### config.mk
export PLATFORM = sky130hd
export DESIGN_NAME = seq_detect_param
export DESIGN_NICKNAME = d
export VERILOG_FILES = /design/src/rtl/seq_detect_param.sv
export SDC_FILE = /design/constraint.sdc
export NUM_CORES = 1
export LEC_CHECK = 0
export ABC_AREA = 1
export CORE_MARGIN = 2
export CORE_UTILIZATION = 61
export DETAILED_ROUTE_END_ITERATION = 12
export DONT_BUFFER_PORTS = 1
export PLACE_DENSITY_LB_ADDON = 0.1
export SLEW_MARGIN = 5
export SYNTH_ARGS = -nofsm -noshare
export SYNTH_HDL_FRONTEND = slang
export SYNTH_SLANG_ARGS = --single-unit
### constraint.sdc
create_clock -name clk -period 5.4 [get_ports clk]
set_input_delay 0.27 -clock clk [delete_from_list [all_inputs] [get_ports clk]]
set_output_delay 0.27 -clock clk [all_outputs]
set_load 0.02 [all_outputs]
### src/rtl/seq_detect_param.sv
// seq_detect_param: runtime-programmable Mealy sequence detector on a SYM_W-bit
// symbol stream, with per-position don't-care mask, overlap/non-overlap mode,
// valid-qualified input and a saturating match counter.
//
// Ports:
//   clk, clr_n       clock, asynchronous active-low reset
//   in_valid, in_sym input symbol stream
//   cfg_we/idx/sym/dc pattern entry write (position 0 = first symbol)
//   ctl_we/len/ovl/en control write (length, overlap mode, enable)
//   cnt_clr          synchronous clear of match_cnt
//   Z                combinational match flag (same cycle as final symbol)
//   z_q              Z delayed by one clock
//   match_cnt        saturating match count
module seq_detect_param #(
  parameter int unsigned SYM_W   = 2,
  parameter int unsigned MAX_LEN = 8,
  parameter int unsigned CNT_W   = 8,
  localparam int unsigned IDX_W  = (MAX_LEN > 1) ? $clog2(MAX_LEN) : 1,
  localparam int unsigned LEN_W  = $clog2(MAX_LEN + 1)
) (
  input  logic             clk,
  input  logic             clr_n,
  input  logic             in_valid,
  input  logic [SYM_W-1:0] in_sym,
  input  logic             cfg_we,
  input  logic [IDX_W-1:0] cfg_idx,
  input  logic [SYM_W-1:0] cfg_sym,
  input  logic             cfg_dc,
  input  logic             ctl_we,
  input  logic [LEN_W-1:0] ctl_len,
  input  logic             ctl_ovl,
  input  logic             ctl_en,
  input  logic             cnt_clr,
  output logic             Z,
  output logic             z_q,
  output logic [CNT_W-1:0] match_cnt
);

  localparam int unsigned HIST_N = (MAX_LEN > 1) ? MAX_LEN - 1 : 1;
  localparam int unsigned HIDX_W = (HIST_N > 1) ? $clog2(HIST_N) : 1;
  localparam logic [CNT_W-1:0] CNT_MAX = '1;

  logic [SYM_W-1:0]   pat_q  [MAX_LEN];
  logic [SYM_W-1:0]   pat_d  [MAX_LEN];
  logic [MAX_LEN-1:0] dc_q, dc_d;
  logic [SYM_W-1:0]   hist_q [HIST_N];
  logic [SYM_W-1:0]   hist_d [HIST_N];
  logic [LEN_W-1:0]   len_q, len_d;
  logic [LEN_W-1:0]   fill_q, fill_d;
  logic               ovl_q, ovl_d;
  logic               en_q, en_d;
  logic [CNT_W-1:0]   cnt_q, cnt_d;

  logic               accept;
  logic               hit;
  logic [IDX_W-1:0]   last_idx;
  logic [HIDX_W-1:0]  h_idx;

  // Match evaluation: pattern position p lines up with hist[len-2-p],
  // the final position with the symbol arriving this cycle.
  always_comb begin
    accept   = in_valid & ~cfg_we & ~ctl_we;
    last_idx = IDX_W'(len_q - LEN_W'(1));
    h_idx    = '0;
    hit      = (fill_q >= len_q - LEN_W'(1)) &&
               (dc_q[last_idx] || (in_sym == pat_q[last_idx]));
    for (int unsigned p = 0; p < HIST_N; p++) begin
      if (LEN_W'(p) + LEN_W'(1) < len_q) begin
        h_idx = HIDX_W'(len_q - LEN_W'(2) - LEN_W'(p));
        if (!(dc_q[IDX_W'(p)] || (hist_q[h_idx] == pat_q[IDX_W'(p)]))) begin
          hit = 1'b0;
        end
      end
    end
    Z = en_q & accept & hit;
  end

  // Next-state: config writes, history shift, fill tracking, counter.
  always_comb begin
    pat_d  = pat_q;
    dc_d   = dc_q;
    len_d  = len_q;
    ovl_d  = ovl_q;
    en_d   = en_q;
    hist_d = hist_q;
    fill_d = fill_q;
    cnt_d  = cnt_q;

    if (cfg_we) begin
      pat_d[cfg_idx] = cfg_sym;
      dc_d[cfg_idx]  = cfg_dc;
    end

    if (ctl_we) begin
      if (ctl_len == '0) begin
        len_d = LEN_W'(1);
      end else if (ctl_len > LEN_W'(MAX_LEN)) begin
        len_d = LEN_W'(MAX_LEN);
      end else begin
        len_d = ctl_len;
      end
      ovl_d = ctl_ovl;
      en_d  = ctl_en;
    end

    // Any config write flushes partial progress.
    if (cfg_we || ctl_we) begin
      fill_d = '0;
    end else if (accept) begin
      hist_d[0] = in_sym;
      for (int unsigned i = 1; i < HIST_N; i++) begin
        hist_d[HIDX_W'(i)] = hist_q[HIDX_W'(i - 1)];
      end
      if (Z && !ovl_q) begin
        fill_d = '0;
      end else if (fill_q != LEN_W'(MAX_LEN)) begin
        fill_d = fill_q + LEN_W'(1);
      end
    end

    if (cnt_clr) begin
      cnt_d = '0;
    end else if (Z && (cnt_q != CNT_MAX)) begin
      cnt_d = cnt_q + CNT_W'(1);
    end
  end

  // State registers.
  always_ff @(posedge clk or negedge clr_n) begin
    if (!clr_n) begin
      for (int unsigned i = 0; i < MAX_LEN; i++) begin
        pat_q[i] <= '0;
      end
      for (int unsigned i = 0; i < HIST_N; i++) begin
        hist_q[i] <= '0;
      end
      dc_q   <= '0;
      len_q  <= LEN_W'(1);
      ovl_q  <= 1'b1;
      en_q   <= 1'b0;
      fill_q <= '0;
      cnt_q  <= '0;
      z_q    <= 1'b0;
    end else begin
      pat_q  <= pat_d;
      hist_q <= hist_d;
      dc_q   <= dc_d;
      len_q  <= len_d;
      ovl_q  <= ovl_d;
      en_q   <= en_d;
      fill_q <= fill_d;
      cnt_q  <= cnt_d;
      z_q    <= Z;
    end
  end

  assign match_cnt = cnt_q;

endmodule

### Word level (Yosys, flattened, before mapping)

Cells that the tools add are included.
Widths: inputs -> output; s select.

* $add $sub $neg: 10
* magnitude comparators: 22
* equality and inequality tests: 10
* muxes and demuxes: 54
* bitwise operators: 16
* reductions and logical operators: 21

Operator list (number)
* $bmux 2 s3: 8
* $ge 4x4->1 const B: 9
* $not 3->4: 9
* $mux 2: 17
* $mux 4: 6
* $bwmux 16: 1
* $eq 2x2->1: 8
* $lt 3x4->1 const A: 4
* $mux 1: 16
* $mux 8: 2
* $logic_or 1x1->1: 9
* $sub 3x2->3 const B: 3
* $sub 3x3->3 const B: 3
* $add 8x1->8 const B: 1
* $bwmux 8: 1
* $lt 2x4->1 const A: 2
* $lt 3x4->1 const B: 2
* $ne 8x8->1 const B: 1
* $demux 2 s3: 1
* $logic_and 1x1->1: 5
* $add 4x1->4 const B: 1
* $and 1x1->1: 4
* $ge 4x4->1: 1
* $gt 4x4->1 const B: 1
* other kinds (14): 18

* flip-flop bits (word level): 57
* output and inout port bits: 10
* logic and storage cells: 155

### Logic depth before layout (Yosys ltp)

* depth in word-level cells: 27
* depth in mapped cells: 23
* mapped depth without buffers: 20

### Least setup slack after synthesis

No wires, ideal clock.

* path type: reg2reg
* start: reg len_q[0]
* end: reg cnt_q[5], in the netlist match_cnt[5]
* arrival: 2.634 ns
* required time: 5.334 ns
* slack: 2.700 ns
* stages on the path, launching flop included: 21
* buffers on the path: 4
* period minus slack after synthesis: 2.700 ns
* path through: dfstp_2 -> buf_6 -> inv_6 -> buf_6 -> ha_1 -> buf_4 -> inv_2 -> buf_4 -> nand3_1 -> nand3_1 -> nand3_1 -> nand2_1 -> nand2_1 -> nand2_1 -> nand2_1 -> nor2_2 -> and3_4 -> nand2_4 -> nand2_4 -> nand3_1 -> nand2_1

* cells in the longest elaborated chain, start to end: 25
* elaborated cells between the ends (all ways): 84
* those cells by class: 8 x add/sub; 8 x order compare; 8 x eq/ne; 40 x mux; 9 x bitwise; 11 x reduce/logical

Ends and longest elaborated chain
* start, declared: line 48 `logic [LEN_W-1:0] len_q, len_d;`
* start signal, assigned: line 148 `len_q <= len_d;`
* parallel branches: the longest is 21 deep, another holds $sub 3x2->3
* $mux 1 (*): line 68 `if (LEN_W'(p) + LEN_W'(1) < len_q) begin`
* $and 1x1->1 (*): line 75 `Z = en_q & accept & hit;`
* net Z: line 34 `output logic Z,`
* $logic_and 1x1->1 (*): line 123 `end else if (Z && (cnt_q != CNT_MAX)) begin`
* $reduce_bool 2->1 (no source line) (*)
* end signal, assigned: line 152 `cnt_q <= cnt_d;`
* end, declared: line 52 `logic [CNT_W-1:0] cnt_q, cnt_d;`

Mark *: on every way through the listed nets, which the timed path passes. The select of a mux whose other input is x is not followed.
A chain may end at the register's enable or synchronous reset.

### Final worst setup path

* start: reg len_q[0]
* end: out Z

* cells in the longest elaborated chain, start to end: 23
* elaborated cells between the ends (all ways): 82
* those cells by class: 8 x add/sub; 8 x order compare; 8 x eq/ne; 40 x mux; 9 x bitwise; 9 x reduce/logical

Ends and longest elaborated chain (line)
* parallel branches: the longest is 21 deep, another holds $sub 3x2->3
* $mux 1 (*): 68
* $and 1x1->1 (*): 75
* end, declared: 34

Every way passes the cells marked *. The select of a mux whose other input is x is not followed.

==> metrics.txt <==
status completed; Post-synth EDFFs 0; CP arrival 3.77 ns; Synth Flop Type dfrtp_1; Root Buffer clkbuf_8; Skew-Pair Late Insertion Delay 0.35 ns; share of synthesized registers carrying an async set or reset 100%; CP required 5.13 ns; dpl hpwl 7740 µm; drt first pass iters 5; setup TNS 0 ns; Routability Congestion 0.992; chip width 85.3 µm; Placed Area 4020 µm²; Std-Cell Rows 29; Die Ht 85.3 µm; Cell Pwr Density 339 nW/µm²; crit end category primary output; Die ar. 7280 µm²; final instance area 4270 µm²; Finish-stage setup viols 0; RSZ-0062 raised after global routing false; post-synthesis cell count 609; Inserted Diodes 0; min Tclk post-route 4.04 ns; vias in the first global route 3705; I/O pin count 30; Worst IR Drop VDD 0.198 mV; number of synthesized register bits 57; H-tree depth 3; Clk pin slew, worst setup/hold paths 0.07 ns; via count 3920; cell area after synthesis 4030 µm²; fmax 248 MHz; register area share after synthesis 35.4%; Least-Margin Pin Slew 0.684 ns; final clock skew 0.0103 ns; Netlist cell types 33; number of synthesis warnings 0; gr ovfl total 0; Crit Path Class reg2out; # resized after CTS 0; average wire per standard cell 15.1 µm; initial antenna violation count 0; Total Wirelength 10400 µm; Worst Path Max Fanout 37; CP Launch Type flip-flop; CTS tree built; Max Cap Violations 0; DRT iter0 DRCs 408; Fin. Hold Viols 0; port bufs 0; Slew Viols, Final 0; Final Power 1.45 mW; Post-Syn Nets 643; core box area 6390 µm²; total track usage 30.8%; Mean Syn Cell Area 6.62 µm²; Nets 642; Tcrit/Tclk final 74.7%; clock sinks 57; HP Class in2reg; Final Util 66.8%; Vias/cell 5.68; Fillers 618; Area growth syn-to-layout 5.80%; ANT nets after route 0; first-pass GRT wire length 17600 µm; maximum clock path buffer count 2; largest net degree at the start of global routing 58; post-route DRC violation count 0; Leak 2.28 nW; TritonCTS Buffers 9; normalized max-slew margin 54.4%; share of layout cells above drive strength 1 6.85%; initial core utilization 63.2%; hold_ws 0.0232 ns
[worst max-delay path, cell delays in order (launching register included)]
cell and delay, ns:
dfstp_2 0.98, inv_6 0.23, ha_1 0.81, inv_2 0.28
nand3_1 0.23, nand2_1 0.08, nand2_1 0.08, nand3_1 0.08
nand2_1 0.07, nand2_1 0.05, nand2_1 0.05, nand2_1 0.06
nor2_2 0.14, and3_4 0.27
[flip-flops by register name, indices dropped and copies added, names as in the netlist]
register and cells:
pat_q 16, hist_q 14, dc_q 8, match_cnt 8
fill_q 4, len_q 4, en_q 1, ovl_q 1
z_q 1
[logic make-up (layout without fill, tap and decap cells)]
group           after synthesis  count (layout)  synth area share (%)
simple gates                392             392                  42.0
buf+inv                      83              87                  9.37
flops                        57              57                  35.4
compound gates               55              55                  7.16
fa+ha+maj                    14              14                  4.34
xor+xnor                      8               8                  1.74
[layout make-up]
| cell class | instances | area, µm² | share of cell area [%] |
|---|---|---|---|
| Clock buffer | 10 | 138 | 3.22 |
| Clock inverter | 6 | 67.6 | 1.58 |
| Inverter | 68 | 263 | 6.16 |
| Multi-Input combinational cell | 469 | 2230 | 52.2 |
| Sequential cell | 57 | 1430 | 33.5 |
| Tap cell | 77 | 96.3 | 2.26 |
| Timing Repair Buffer | 3 | 47.5 | 1.11 |
[timing repair]
item,4_1_cts,5_1_grt
buffers inserted,0,0
endpoints found under the hold margin,59,0
hold buffers,3,0
[cell usage in the layout (no fill, tap or decap), types with 3 or more instances in the layout]
cell type / synthesis / routed
nor2_1: 28 / 28
xor2_1: 5 / 5
nor2_2: 3 / 3
nand3_1: 99 / 99
inv_2: 3 / 3
o21ai_0: 36 / 36
clkbuf_8: 0 / 10
a21oi_1: 10 / 10
xnor2_1: 3 / 3
dfrtp_1: 55 / 55
ha_1: 14 / 14
nand2_2: 7 / 7
inv_1: 61 / 61
nand3_2: 3 / 3
nand2_1: 241 / 241
o22ai_1: 3 / 3
[metal layers]
layer  routed length (µm)  global-route usage [%]
met1                 4650                    40.8
met2                 4710                    47.8
met3                  685                    7.00
met4                  379                    15.2
met5                    0                       0
[report_power, final]
part,leakage (nW),internal [mW],total [mW],switching (mW)
Combinational,1.46,0.155,0.457,0.302
Clock,0.0985,0.226,0.417,0.191
Sequential,0.730,0.492,0.574,0.0818
[synthesized netlist by cell type (all sizes together) (3+ instances only)]
cell type,n,share of area (%)
a21oi,10,1.2
buf,12,2.6
clkbuf,3,0.28
dfrtp,55,34
ha,14,4.3
inv,66,6.3
nand2,250,24
nand3,102,13
nand4,3,0.62
nor2,32,3.3
o21ai,38,4.7
o22ai,3,0.47
xnor2,3,0.65
xor2,5,1.1
[through the flow]
step                std cells  worst slack, ns
global route              690             1.07
global placement          671             1.72
CTS                       690             1.43
detailed placement        671             1.60
finish                    690             1.36
floorplan                 609             2.70
[final timing paths]
| path | cells past startpoint | from | slack [ns] | to |
|---|---|---|---|---|
| worst max register to register | 17 | len_q[0] | 1.52 | fill_q[2] |
| worst min-delay path | 1 | ctl_we | 0.02 | len_q[2] |
| max in group asynchronous | 2 | clr_n | 4.63 | ovl_q |
| worst min register to register | 2 | en_q | 0.48 | en_q |
| min in group asynchronous | 2 | clr_n | 0.46 | hist_q[4] |
| worst max-delay path | 13 | len_q[0] | 1.36 | Z |
No activity file was read; power rests on OpenSTA's default activity.
